==> config.mk <==
export PLATFORM = sky130hd
export DESIGN_NAME = mips_multicycle_ctrl
export DESIGN_NICKNAME = d
export VERILOG_FILES = /design/src/rtl/mips_ctrl_pkg.sv /design/src/rtl/alu_decoder.sv /design/src/rtl/mips_multicycle_ctrl.sv
export SDC_FILE = /design/constraint.sdc
export NUM_CORES = 1
export LEC_CHECK = 0
export ABC_AREA = 1
export BUFFER_PORTS_ARGS = -buffer_cell sky130_fd_sc_hd__buf_2
export CAP_MARGIN = 20
export CELL_PAD_IN_SITES_DETAIL_PLACEMENT = 0
export CELL_PAD_IN_SITES_GLOBAL_PLACEMENT = 2
export CORE_MARGIN = 4
export CORE_UTILIZATION = 20
export CTS_CLUSTER_SIZE = 10
export DETAILED_ROUTE_END_ITERATION = 7
export PLACE_DENSITY_LB_ADDON = 0.1
export SYNTH_ARGS = -nofsm -noshare
export SYNTH_HDL_FRONTEND = slang
export SYNTH_SLANG_ARGS = --single-unit
==> constraint.sdc <==
create_clock -name clk -period 1.95 [get_ports clk]
set_input_delay 0.195 -clock clk [delete_from_list [all_inputs] [get_ports clk]]
set_output_delay 0.195 -clock clk [all_outputs]
set_load 0.03 [all_outputs]
==> src/rtl/mips_ctrl_pkg.sv <==
// mips_ctrl_pkg: shared state, opcode, funct and ALU control encodings for the multicycle MIPS controller
package mips_ctrl_pkg;
  typedef enum logic [3:0] {
    S_FETCH  = 4'd0,
    S_DECODE = 4'd1,
    S_MEMADR = 4'd2,
    S_MEMRD  = 4'd3,
    S_MEMWB  = 4'd4,
    S_MEMWR  = 4'd5,
    S_EXEC   = 4'd6,
    S_ALUWB  = 4'd7,
    S_BRANCH = 4'd8,
    S_ADDIEX = 4'd9,
    S_ADDIWB = 4'd10,
    S_JUMP   = 4'd11
  } state_t;
  localparam logic [5:0] OP_LW = 6'b100011;
  localparam logic [5:0] OP_SW = 6'b101011;
  localparam logic [5:0] OP_RTYPE = 6'b000000;
  localparam logic [5:0] OP_BEQ = 6'b000100;
  localparam logic [5:0] OP_ADDI = 6'b001000;
  localparam logic [5:0] OP_J = 6'b000010;
  localparam logic [5:0] F_ADD = 6'b100000;
  localparam logic [5:0] F_SUB = 6'b100010;
  localparam logic [5:0] F_AND = 6'b100100;
  localparam logic [5:0] F_OR = 6'b100101;
  localparam logic [5:0] F_SLT = 6'b101010;
  localparam logic [5:0] F_NOR = 6'b100111;
  localparam logic [3:0] ALU_AND = 4'b0000;
  localparam logic [3:0] ALU_OR = 4'b0001;
  localparam logic [3:0] ALU_ADD = 4'b0010;
  localparam logic [3:0] ALU_SUB = 4'b0110;
  localparam logic [3:0] ALU_SLT = 4'b0111;
  localparam logic [3:0] ALU_NOR = 4'b1100;
  localparam logic [3:0] ALU_BAD = 4'b1111;
  localparam logic [1:0] ALUOP_ADD = 2'b00;
  localparam logic [1:0] ALUOP_SUB = 2'b01;
  localparam logic [1:0] ALUOP_FUNCT = 2'b10;
endpackage

==> src/rtl/alu_decoder.sv <==
// alu_decoder: maps the controller's ALU op class and the R-type funct field to an ALU control code
module alu_decoder
  import mips_ctrl_pkg::*;
(
  input  logic [1:0] alu_op,
  input  logic [5:0] funct,
  output logic [3:0] alu_control
);
  // fixed ops for address/branch arithmetic, funct lookup otherwise; unknown functs give a code the ALU treats as 0
  always_comb
    alu_control = alu_op == ALUOP_ADD ? ALU_ADD :
                  alu_op == ALUOP_SUB ? ALU_SUB :
                  funct == F_ADD ? ALU_ADD :
                  funct == F_SUB ? ALU_SUB :
                  funct == F_AND ? ALU_AND :
                  funct == F_OR  ? ALU_OR  :
                  funct == F_SLT ? ALU_SLT :
                  funct == F_NOR ? ALU_NOR : ALU_BAD;
endmodule

==> src/rtl/mips_multicycle_ctrl.sv <==
// mips_multicycle_ctrl: Moore control FSM for a multicycle MIPS datapath (lw, sw, R-type, beq, addi, j)
module mips_multicycle_ctrl
  import mips_ctrl_pkg::*;
(
  input  logic       clk,
  input  logic       rst_n,
  input  logic [5:0] opcode,
  input  logic [5:0] funct,
  input  logic       zero,
  output logic [3:0] alu_control,
  output logic       alu_src_a,
  output logic [1:0] alu_src_b,
  output logic [1:0] pc_src,
  output logic       pc_en,
  output logic       iord,
  output logic       ir_write,
  output logic       mem_write,
  output logic       reg_write,
  output logic       reg_dst,
  output logic       mem_to_reg,
  output logic [3:0] state
);
  state_t st;
  state_t ds;
  logic [1:0] alu_op;
  logic pc_write, branch, ir_w, mem_w, reg_w;
  assign state = st;
  // while reset is held the outputs look like FETCH, so the datapath sees a quiet, predictable decode
  assign ds = rst_n ? st : S_FETCH;
  // state register with next-state selection
  always_ff @(posedge clk)
    if (!rst_n) st <= S_FETCH;
    else
      case (st)
        S_FETCH:  st <= S_DECODE;
        S_DECODE: st <= (opcode == OP_LW || opcode == OP_SW) ? S_MEMADR :
                        opcode == OP_RTYPE ? S_EXEC :
                        opcode == OP_BEQ ? S_BRANCH :
                        opcode == OP_ADDI ? S_ADDIEX :
                        opcode == OP_J ? S_JUMP : S_FETCH;
        S_MEMADR: st <= opcode == OP_LW ? S_MEMRD : S_MEMWR;
        S_MEMRD:  st <= S_MEMWB;
        S_EXEC:   st <= S_ALUWB;
        S_ADDIEX: st <= S_ADDIWB;
        default:  st <= S_FETCH;
      endcase
  // Moore output decode from the state alone
  always_comb begin
    alu_op = ALUOP_ADD;
    alu_src_a = 1'b0;
    alu_src_b = 2'b00;
    pc_src = 2'b00;
    pc_write = 1'b0;
    branch = 1'b0;
    iord = 1'b0;
    ir_w = 1'b0;
    mem_w = 1'b0;
    reg_w = 1'b0;
    reg_dst = 1'b0;
    mem_to_reg = 1'b0;
    case (ds)
      S_FETCH:  begin ir_w = 1'b1; pc_write = 1'b1; alu_src_b = 2'b01; end
      S_DECODE: alu_src_b = 2'b11;
      S_MEMADR: begin alu_src_a = 1'b1; alu_src_b = 2'b10; end
      S_MEMRD:  iord = 1'b1;
      S_MEMWB:  begin reg_w = 1'b1; mem_to_reg = 1'b1; end
      S_MEMWR:  begin iord = 1'b1; mem_w = 1'b1; end
      S_EXEC:   begin alu_src_a = 1'b1; alu_op = ALUOP_FUNCT; end
      S_ALUWB:  begin reg_w = 1'b1; reg_dst = 1'b1; end
      S_BRANCH: begin alu_src_a = 1'b1; alu_op = ALUOP_SUB; branch = 1'b1; pc_src = 2'b01; end
      S_ADDIEX: begin alu_src_a = 1'b1; alu_src_b = 2'b10; end
      S_ADDIWB: reg_w = 1'b1;
      S_JUMP:   begin pc_write = 1'b1; pc_src = 2'b10; end
      default:  ;
    endcase
  end
  assign pc_en = rst_n & (pc_write | (branch & zero));
  assign ir_write = rst_n & ir_w;
  assign mem_write = rst_n & mem_w;
  assign reg_write = rst_n & reg_w;
  alu_decoder u_dec (
    .alu_op(alu_op),
    .funct(funct),
    .alu_control(alu_control)
  );
endmodule

==> impl_metrics.py, run 1 <==
metrics = {
    "pwr": {
        "p_leak_uw": 0.0004925,
        "peakVddDrop_mv": 0.3471,
        "power_density_nw_per_um2": 341.5,
    },
    "clock_network": {
        "clock_latency_ns": 0.23,
        "htree_levels": 1,
        "ctsHoldBuffers": 0,
        "cts_tree": "done",
        "cts-resized-gates": 0,
        "clockBufferDepth": 2,
        "cts.clk_slew.worst_paths_ns": 0.03,
        "cts_root_buffer": "clkbuf_4",
        "numCtsBuffers": 3,
        "numClockSinks": 4,
        "post-cts-setup-buffer-count": 0,
    },
    "drt": {
        "vias": 809,
        "drtIter0Drc": 37,
        "wl_mm": 1.832,
        "vias_per_cell": 4.445,
        "drtPass1Iterations": 4,
        "ant_nets": 0,
        "wl_per_cell_um": 10.07,
        "route.detailed.drc": 0,
    },
    "timing": {
        "worst-slew-pin-transition_ns": 0.3314,
        "hold_viol_final": 0,
        "fin_skew_ns": 0.002160,
        "fmax_mhz": 563.4,
        "fin_crit_ns": 1.775,
        "period_share": 0.9102,
        "slew_viol_final": 0,
        "finalSetupViolations": 0,
        "grt_setup_unrepaired": "no",
        "tns_ns": 0,
        "relSlewSlack": 0.7788,
    },
    "layout": {
        "largest_reg_flops": 4,
        "n_antenna_cell": 0,
        "fillers": 340,
        "num-nets-final": 168,
        "layout.cells.non_filler": 182,
        "syn_to_final_growth_pct": 40.30,
        "drive_above_1_share": 0.3311,
    },
    "yosys": {
        "synth_flop_cell": "dfxtp_1",
        "synth_cell_types": 19,
        "async_reset_ff_frac": 0,
        "synth_top_area_cell": "nand2_1",
        "post-synth-top-count-cell": "nand2_1",
        "syn-num-nets": 129,
        "synth_warnings": 0,
        "synthDominantCellAreaShare": 0.1599,
        "yosysSeqAreaShare": 0.1365,
        "synth_cells": 114,
        "syn_avg_cell_area_um2": 5.147,
        "syn-cell-area_um2": 586.8,
        "ys_ff_latch": 4,
        "synth_area_leaders": "nand2_1 (16%), inv_1 (14%), dfxtp_1 (14%)",
        "synth_edf_count": 0,
        "ys_top_cells_by_count": "nand2_1 (25), inv_1 (22), nor2_1 (20)",
    },
    "floorplanning": {
        "io_pins": 35,
        "die_area_um2": 3864,
        "core_um2": 2781,
        "die_height_um": 62.17,
        "start_util": 0.2110,
        "rows": 19,
        "die_width_um": 62.17,
    },
    "global_routing": {
        "grt_max_degree": 10,
        "grt_pass1_vias": 769,
        "grt_overflow": 0,
        "antenna_found_initial": 0,
        "track_usage": 0.09182,
        "grt_pass1_wl_mm": 3.105,
    },
    "worst_setup_path": {
        "cp_max_fo": 5,
        "path_class": "register to output port",
        "path_delay_family": "simple AND/OR/NAND/NOR gates",
        "crit_chain": "inv_2, nor2_4, nand2_2, nor2_4, o21a_1, nand2_1, nor2_2, buf_2",
        "critPathBufInv": 2,
        "cp_common_cell": "nor2_4",
        "slowest_delay_ns": 0.42,
        "start_kind": "register",
        "slowest_stage": "dfxtp_1",
        "worstPathArrival_ns": 1.58,
        "worstSetupEndpointType": "output port",
        "required_ns": 1.75,
    },
    "placement": {
        "place_congestion": 0.7937,
        "hpwlAfterDp_mm": 1.598,
        "port_buffers": 34,
        "dp.cells": 179,
    },
    "outcome": {
        "outcome": "finished clean",
    },
    "flow_run": {
        "cap_violations": 0,
    },
    "hold_path": {
        "hold_path_class": "input pin to register",
    },
}
-- final cells by class --
cell class	instances	area (µm²)	share of cell area
clock buffers	3	22.52	0.02736
inverters	24	90.09	0.1094
multi-input cells	86	421.7	0.5122
flip-flops and latches	4	80.08	0.09726
well taps	31	38.79	0.04711
repair buffers	34	170.2	0.2067
-- per-layer routing --
layer  up-vias  track usage  wire [µm]
li1        438            -          -
met1       349       0.1063        801
met2        22       0.1606        906
met3         0      0.02883        124
met4         0      0.02439          0
met5         -            0          0
-- worst register-to-register path, stage by stage (launching register included) --
cell and delay, ns:
dfxtp_1 0.37, nor2_2 0.21, nand2_1 0.13, nor2_2 0.13, nand2_1 0.07, nand3_1 0.08, nand2_1 0.06, inv_1 0.05
-- layout by cell type, fill, tap and decap left out --
master    count
buf_2        34
o211ai_1      1
nand2_1      25
a21oi_1       6
nor3_1        1
inv_1        22
nand2_2       1
clkbuf_4      3
nor2_4        2
nor2_2        5
nand3b_1      1
nor3_2        2
o21ai_0       5
nor4_1        1
nand3_1      10
dfxtp_1       4
inv_2         2
nor2_1       20
a31o_2        1
nand4_1       4
o21a_1        1
-- where the power goes --
part | leakage, µW | total (µW) | internal (µW) | switching, µW
Sequential | 0.0000326 | 90.6 | 85.0 | 5.65
Clock | 0.0000138 | 98.2 | 68.6 | 29.7
Combinational | 0.000446 | 92.3 | 30.2 | 62.1
Total | 0.000492 | 281 | 184 | 97.4
-- worst paths after layout --
check | depth (start not counted) | from | endpoint | slack [ns]
setup / recovery | 8 | state[1] | alu_control[0] | 0.18
hold / removal | 3 | rst_n | state[2] | 0.25
setup reg to reg | 7 | state[3] | state[2] | 0.79
hold reg to reg | 2 | state[3] | state[3] | 0.66
-- metrics by stage --
stage / hold slack, ns / power, µW / setup WS [ns] / cell area [µm²] / utilization
after floorplan: 0.2926 / 148.2 / 0.04146 / 591.8 / -
after detailed placement: 0.4868 / 185.0 / 0.4081 / 800.8 / 0.2879
after CTS: 0.2469 / 288.9 / 0.1556 / 823.3 / 0.2960
final: 0.2530 / 281.1 / 0.1751 / 823.3 / 0.2960
after global routing: 0.2677 / 306.1 / 0.04582 / 823.3 / 0.2960
after global placement: 0.4910 / 185.8 / 0.3822 / 800.8 / 0.2879
-- kinds of logic (layout without fill, tap and decap cells) --
family                 after synthesis  after routing  synth area share
AO/OA/AOI/OAI                       14             14            0.1343
buffers and inverters               24             61            0.1535
flip-flops                           4              4            0.1365
AND/OR/NAND/NOR                     72             72            0.5757
No activity file was read; power rests on OpenSTA's default activity.
==> inputs of run 2 (changes only) <==
--- a/config.mk
+++ b/config.mk
@@ -5,15 +5,15 @@
 export SDC_FILE = /design/constraint.sdc
 export NUM_CORES = 1
 export LEC_CHECK = 0
-export ABC_AREA = 1
 export BUFFER_PORTS_ARGS = -buffer_cell sky130_fd_sc_hd__buf_2
 export CAP_MARGIN = 20
 export CELL_PAD_IN_SITES_DETAIL_PLACEMENT = 0
 export CELL_PAD_IN_SITES_GLOBAL_PLACEMENT = 2
 export CORE_MARGIN = 4
-export CORE_UTILIZATION = 20
+export CORE_UTILIZATION = 21
 export CTS_CLUSTER_SIZE = 10
 export DETAILED_ROUTE_END_ITERATION = 7
+export GPL_TIMING_DRIVEN = 0
 export PLACE_DENSITY_LB_ADDON = 0.1
 export SYNTH_ARGS = -nofsm -noshare
 export SYNTH_HDL_FRONTEND = slang
==> run 2 against run 1 <==
Against the previous run: clock skew hardly changed; cell count decreased by 21%; maximum frequency is 1.7% lower; highest routed layer is now met4.
==> impl_metrics.py, run 2 <==
metrics = {
    "pwr": {
        "finalPower_uw": 299.0,
        "p_int_uw": 197.3,
        "p_sw_uw": 101.6,
        "sequentialPowerShare": 0.304,
        "peakVddDrop_mv": 0.2253,
        "pwr-share-comb": 0.348,
        "clkPwrFrac": 0.349,
        "p_leak_uw": 0.0004012,
        "netSwitchingFraction": 0.3399,
        "power_density_nw_per_um2": 371.0,
    },
    "timing": {
        "relSlewSlack": 0.7574,
        "slew_viol_final": 0,
        "fmax_mhz": 553.8,
        "period_share": 0.9261,
        "fin_crit_ns": 1.806,
        "fin_ws_ns": 0.1442,
        "hold_viol_final": 0,
        "grt_setup_unrepaired": "no",
        "worst-slew-pin-transition_ns": 0.3626,
        "finalSetupViolations": 0,
        "fin_skew_ns": 0.001767,
        "tns_ns": 0,
    },
    "worst_setup_path": {
        "critPathBufInv": 2,
        "cp_max_fo": 9,
        "reg2reg_depth": 5,
        "slowest_delay_ns": 0.31,
        "crit_chain": "buf_4, nor2_1, and3_1, o21bai_1, buf_2",
        "r2r_setup_slack_ns": 0.45,
        "path_delay_family": "simple AND/OR/NAND/NOR gates",
        "r2r-end": "state[0]",
        "worstPathArrival_ns": 1.61,
        "cp-startpoint": "state[1]",
        "rr_startpoint": "state[1]",
        "worstSetupEndpointType": "output port",
        "start_kind": "register",
        "slowest_stage": "nor2_1",
        "path_class": "register to output port",
        "required_ns": 1.75,
    },
    "yosys": {
        "synth_fa_ha_area_frac": 0,
        "synth_cell_types": 33,
        "post-synth-top-count-cell": "nor2b_1",
        "synthMuxAreaShare": 0,
        "yosysSeqAreaShare": 0.1471,
        "synthSimpleGateAreaFrac": 0.4897,
        "synth_edf_count": 0,
        "ys_top_cells_by_count": "nor2b_1 (8), nor2_1 (7), nand2_1 (6)",
        "synth-xor-area-share": 0.08276,
        "async_reset_ff_frac": 0,
        "syn_avg_cell_area_um2": 7.161,
        "syn-num-nets": 91,
        "ys_ff_latch": 4,
        "synth_warnings": 0,
        "synth_cells": 76,
        "syn-cell-area_um2": 544.3,
        "synth_flop_cell": "dfxtp_1",
        "synth_compound_area_frac": 0.2391,
        "synth_top_family_by_area": "simple AND/OR/NAND/NOR gates",
        "synthDominantCellAreaShare": 0.1471,
        "synth_area_leaders": "dfxtp_1 (15%), nor2b_1 (9.2%), nand2b_1 (5.7%)",
        "synth_top_area_cell": "dfxtp_1",
    },
    "clock_network": {
        "numCtsBuffers": 3,
        "post-cts-setup-buffer-count": 0,
        "numClockSinks": 4,
        "clockBufferDepth": 2,
        "clock_latency_ns": 0.24,
        "cts.clk_slew.worst_paths_ns": 0.04,
        "htree_levels": 1,
        "cts_tree": "done",
        "cts_root_buffer": "clkbuf_4",
    },
    "floorplanning": {
        "rows": 18,
        "die_height_um": 58.91,
        "die_area_um2": 3470,
        "core_um2": 2477,
        "start_util": 0.2197,
        "io_pins": 35,
        "die_width_um": 58.91,
    },
    "drt": {
        "drtIter0Drc": 10,
        "vias": 703,
        "route.detailed.drc": 0,
        "ant_nets": 0,
        "vias_per_cell": 4.916,
        "drtPass1Iterations": 6,
        "wl_per_cell_um": 12.64,
        "wl_mm": 1.807,
    },
    "global_routing": {
        "track_usage": 0.1108,
        "antenna_found_initial": 0,
        "grt_max_degree": 11,
        "grt_overflow": 0,
        "grt_pass1_wl_mm": 2.973,
        "grt_pass1_vias": 648,
    },
    "layout": {
        "final_util": 0.3253,
        "mostFrequentLayoutCell": "buf_2",
        "n_antenna_cell": 0,
        "drive_above_1_share": 0.4159,
        "final_cell_mix": "buf_2 (34), nor2b_1 (8), nor2_1 (7)",
        "syn_to_final_growth_pct": 48.05,
        "num-nets-final": 130,
        "largest_reg_flops": 4,
    },
    "hold_path": {
        "worstHoldEndpoint": "state[3]",
        "hold_path_class": "input pin to register",
        "min_from": "rst_n",
        "hold_path_depth": 2,
    },
    "placement": {
        "hpwlAfterDp_mm": 1.465,
        "place_congestion": 0.6969,
        "dp_slack_ns": 0.1697,
        "port_buffers": 34,
    },
    "outcome": {
        "outcome": "finished clean",
    },
    "flow_run": {
        "cap_violations": 0,
    },
}
[run 2: cell count changes after synthesis, sizes merged, moves of 2 or more]
cell	before	now
nor3b	0	2
nand4	4	0
and3	0	5
nor3	3	5
nor2	27	7
nor2b	0	8
a21oi	6	4
nor4bb	0	2
nand2	26	6
inv	24	0
clkbuf	0	3
nand2b	0	5
nand3	10	2
xor2	0	2
[run 2: routing by layer]
layer	vias to the layer above	part of all wire	GRT usage
met4	0	0.015	0.04854
met1	314	0.47	0.1502
met2	25	0.44	0.1735
met5	-	0	0
met3	4	0.074	0.01535
li1	360	-	-
[run 2: worst register-to-register path: stages, from the launching register on]
cell and delay (ns):
dfxtp_1 0.31, buf_4 0.17, clkinv_1 0.17, nor3_2 0.22, o21ai_1 0.18, a2111oi_2 0.34
[run 2: worst max-delay path by stage]
stage | end | cells after the start
4_1_cts | pc_en | 4
3_3_place_gp | alu_control[3] | 4
6_report | alu_control[2] | 5
2_1_floorplan | mem_to_reg | 3
5_1_grt | reg_write | 5
3_5_place_dp | alu_control[3] | 4
[run 2: final cells by class]
cell class | count | area (µm²)
sequential | 4 | 80.08
tap | 30 | 37.54
clock buffer | 3 | 22.52
timing repair buffer | 34 | 170.2
inverter | 1 | 3.754
buffer | 4 | 25.02
multi-input combinational | 67 | 466.7
fill | 297 | 1672
[run 2: logic make-up after synthesis]
kind of cell	after synthesis
and+or+nand+nor	46
AOI/OAI and AO/OA	18
buffers and inverters	5
DFF	4
xor gates and xnor gates	3
[run 2: repair_timing]
action	4_1_cts	5_1_grt
endpoints found under the setup margin	5	4
hold buffers	0	0
gates resized for setup	1	7
[run 2: stage by stage]
stage	cell area [µm²]	instances	hold slack, ns
detailed placement	772.0	140	0.5322
floorplan	564.3	76	0.3470
finish	805.8	143	0.2868
CTS	795.8	143	0.2812
global placement	772.0	140	0.5306
global route	805.8	143	0.3128
[run 2: power by group through the flow]
stage,combinational (µW),clock (µW),sequential [µW]
finish,104,104,90.7
global route,114,112,91.4
CTS,105,110,90.7
detailed placement,104,0,92.1
global placement,105,0,92.0
floorplan,59.6,0,95.0
==> inputs of run 3 (changes only) <==
==> constraint.sdc (replaced) <==
create_clock -name clk -period 1.95 [get_ports clk]
set_input_delay 0.39 -clock clk [delete_from_list [all_inputs] [get_ports clk]]
set_output_delay 0.39 -clock clk [all_outputs]
set_load 0.03 [all_outputs]
==> run 3 against run 2 <==
Against the previous run: setup slack lost 0.076 ns; flip-flop and latch count unchanged; cell count is 2.1% higher; global-route usage up 0.50 points; register-to-register slack lost 0.05 ns; largest power group unchanged.
==> impl_metrics.py, run 3 (same netlist as run 2, synthesis figures left out) <==
metrics = {
    "worst_setup_path": {
        "path_class": "register to output port",
        "cp_max_fo": 8,
        "start_kind": "register",
        "critPathCapture": "alu_src_b[1]",
        "r2r_setup_slack_ns": 0.40,
        "required_ns": 1.56,
        "worstSetupEndpointType": "output port",
        "r2r-end": "state[0]",
        "cp-startpoint": "state[1]",
        "worstPathArrival_ns": 1.49,
        "reg2reg_depth": 6,
        "rr_startpoint": "state[1]",
    },
    "pwr": {
        "netSwitchingFraction": 0.3490,
        "p_sw_uw": 108.5,
        "p_int_uw": 202.3,
        "clkPwrFrac": 0.338,
        "p_leak_uw": 0.0004293,
        "peakVddDrop_mv": 0.1619,
        "pwr-share-comb": 0.362,
        "power_density_nw_per_um2": 340.8,
        "sequentialPowerShare": 0.300,
    },
    "layout": {
        "n_antenna_cell": 0,
        "num-nets-final": 133,
        "layout.cells.non_filler": 146,
        "syn_to_final_growth_pct": 67.59,
        "multiInputGateArea_um2": 525.5,
        "regArea_um2": 85.08,
        "largest_reg_flops": 4,
        "drive_above_1_share": 0.5690,
        "mostFrequentLayoutCell": "buf_2",
        "fillers": 258,
    },
    "clock_network": {
        "clockBufferDepth": 2,
        "htree_levels": 1,
        "numCtsBuffers": 3,
        "clock_latency_ns": 0.24,
        "cts.clk_slew.worst_paths_ns": 0.04,
        "numClockSinks": 4,
        "cts_root_buffer": "clkbuf_4",
        "cts_tree": "done",
    },
    "timing": {
        "worst-slew-pin-transition_ns": 0.3041,
        "tns_ns": 0,
        "fin_crit_ns": 1.882,
        "slew_viol_final": 0,
        "fin_ws_ns": 0.06846,
        "fin_skew_ns": 0.003727,
        "holdWs_ns": 0.4740,
        "finalSetupViolations": 0,
        "period_share": 0.9649,
        "hold_viol_final": 0,
        "grt_setup_unrepaired": "yes",
        "relSlewSlack": 0.7959,
        "fmax_mhz": 531.5,
    },
    "hold_path": {
        "hold_path_class": "input pin to register",
    },
    "drt": {
        "met1Wirelength_um": 897,
        "routed-wl-met2_um": 813,
        "met3_wirelength_um": 133,
        "vias_per_cell": 4.870,
        "wl_per_cell_um": 12.90,
        "route.detailed.drc": 0,
        "ant_nets": 0,
        "top_layer_used": "met4",
        "vias": 711,
        "drtPass1Iterations": 4,
        "drtIter0Drc": 6,
        "wl_mm": 1.884,
    },
    "floorplanning": {
        "io_pins": 35,
        "die_height_um": 58.91,
        "start_util": 0.2197,
        "die_area_um2": 3470,
        "rows": 18,
        "core_um2": 2477,
        "die_width_um": 58.91,
    },
    "global_routing": {
        "track_usage": 0.1158,
        "antenna_found_initial": 0,
        "grt_max_degree": 11,
        "grt_pass1_wl_mm": 3.036,
        "grt_pass1_vias": 641,
        "grt_overflow": 0,
    },
    "placement": {
        "place_congestion": 0.7478,
        "hpwlAfterDp_mm": 1.476,
        "dp_slack_ns": -0.1307,
        "dp.cells": 140,
        "port_buffers": 34,
    },
    "outcome": {
        "outcome": "finished clean",
    },
    "flow_run": {
        "cap_violations": 0,
    },
}
## run 3: final cells by class
type / instances / share of cell area
Tap cell: 30 / 0.04115
Clock buffer: 3 / 0.02469
Sequential cell: 4 / 0.09328
Timing Repair Buffer: 37 / 0.2222
Inverter: 1 / 0.008230
Multi-Input combinational cell: 67 / 0.5761
Buffer: 4 / 0.03429
## run 3: worst min-delay path by stage
| stage | slack, ns | to | cells after the start | startpoint |
|---|---|---|---|---|
| after floorplan | 0.54 | state[3] | 1 | rst_n |
| after global placement | 0.70 | state[0] | 3 | state[1] |
| after detailed placement | 0.70 | state[0] | 3 | state[1] |
| after CTS | 0.48 | state[3] | 2 | rst_n |
| after global routing | 0.50 | state[3] | 2 | rst_n |
| final | 0.47 | state[3] | 2 | rst_n |
## run 3: worst max-delay path, cell delays in order (launching register included)
cell and delay, ns:
dfxtp_2 0.32, buf_6 0.14, clkinvlp_4 0.15, nor3_4 0.24
a21oi_1 0.08, nor3b_2 0.15, buf_4 0.17
## run 3: power groups by stage
stage	logic, µW	clock network [µW]	registers, µW
5_1_grt	123	112	94.0
3_3_place_gp	106	0	91.9
3_5_place_dp	106	0	91.8
4_1_cts	108	108	91.0
6_report	112	105	93.4
2_1_floorplan	61.6	0	95.0
## run 3: routing by layer
metal,global-route usage,up-vias
li1,-,363
met1,0.1583,319
met2,0.1672,25
met3,0.01535,4
met4,0.07767,0
met5,0,-
## run 3: per-stage QoR
step	total power, µW	cell area [µm²]	utilization
3_5_place_dp	198.3	794.5	0.3207
2_1_floorplan	156.6	586.8	-
3_3_place_gp	198.0	794.5	0.3207
5_1_grt	329.1	912.1	0.3682
6_report	310.8	912.1	0.3682
4_1_cts	307.2	839.6	0.3389
## run 3: what timing repair did
action / 4_1_cts / 5_1_grt
hold buffers: 0 / 0
pin swaps: 0 / 1
buffers inserted: 0 / 3
resized for setup: 9 / 20
hold endpoints to repair: 0 / 0
endpoints found under the setup margin: 13 / 8
gates cloned: 0 / 0
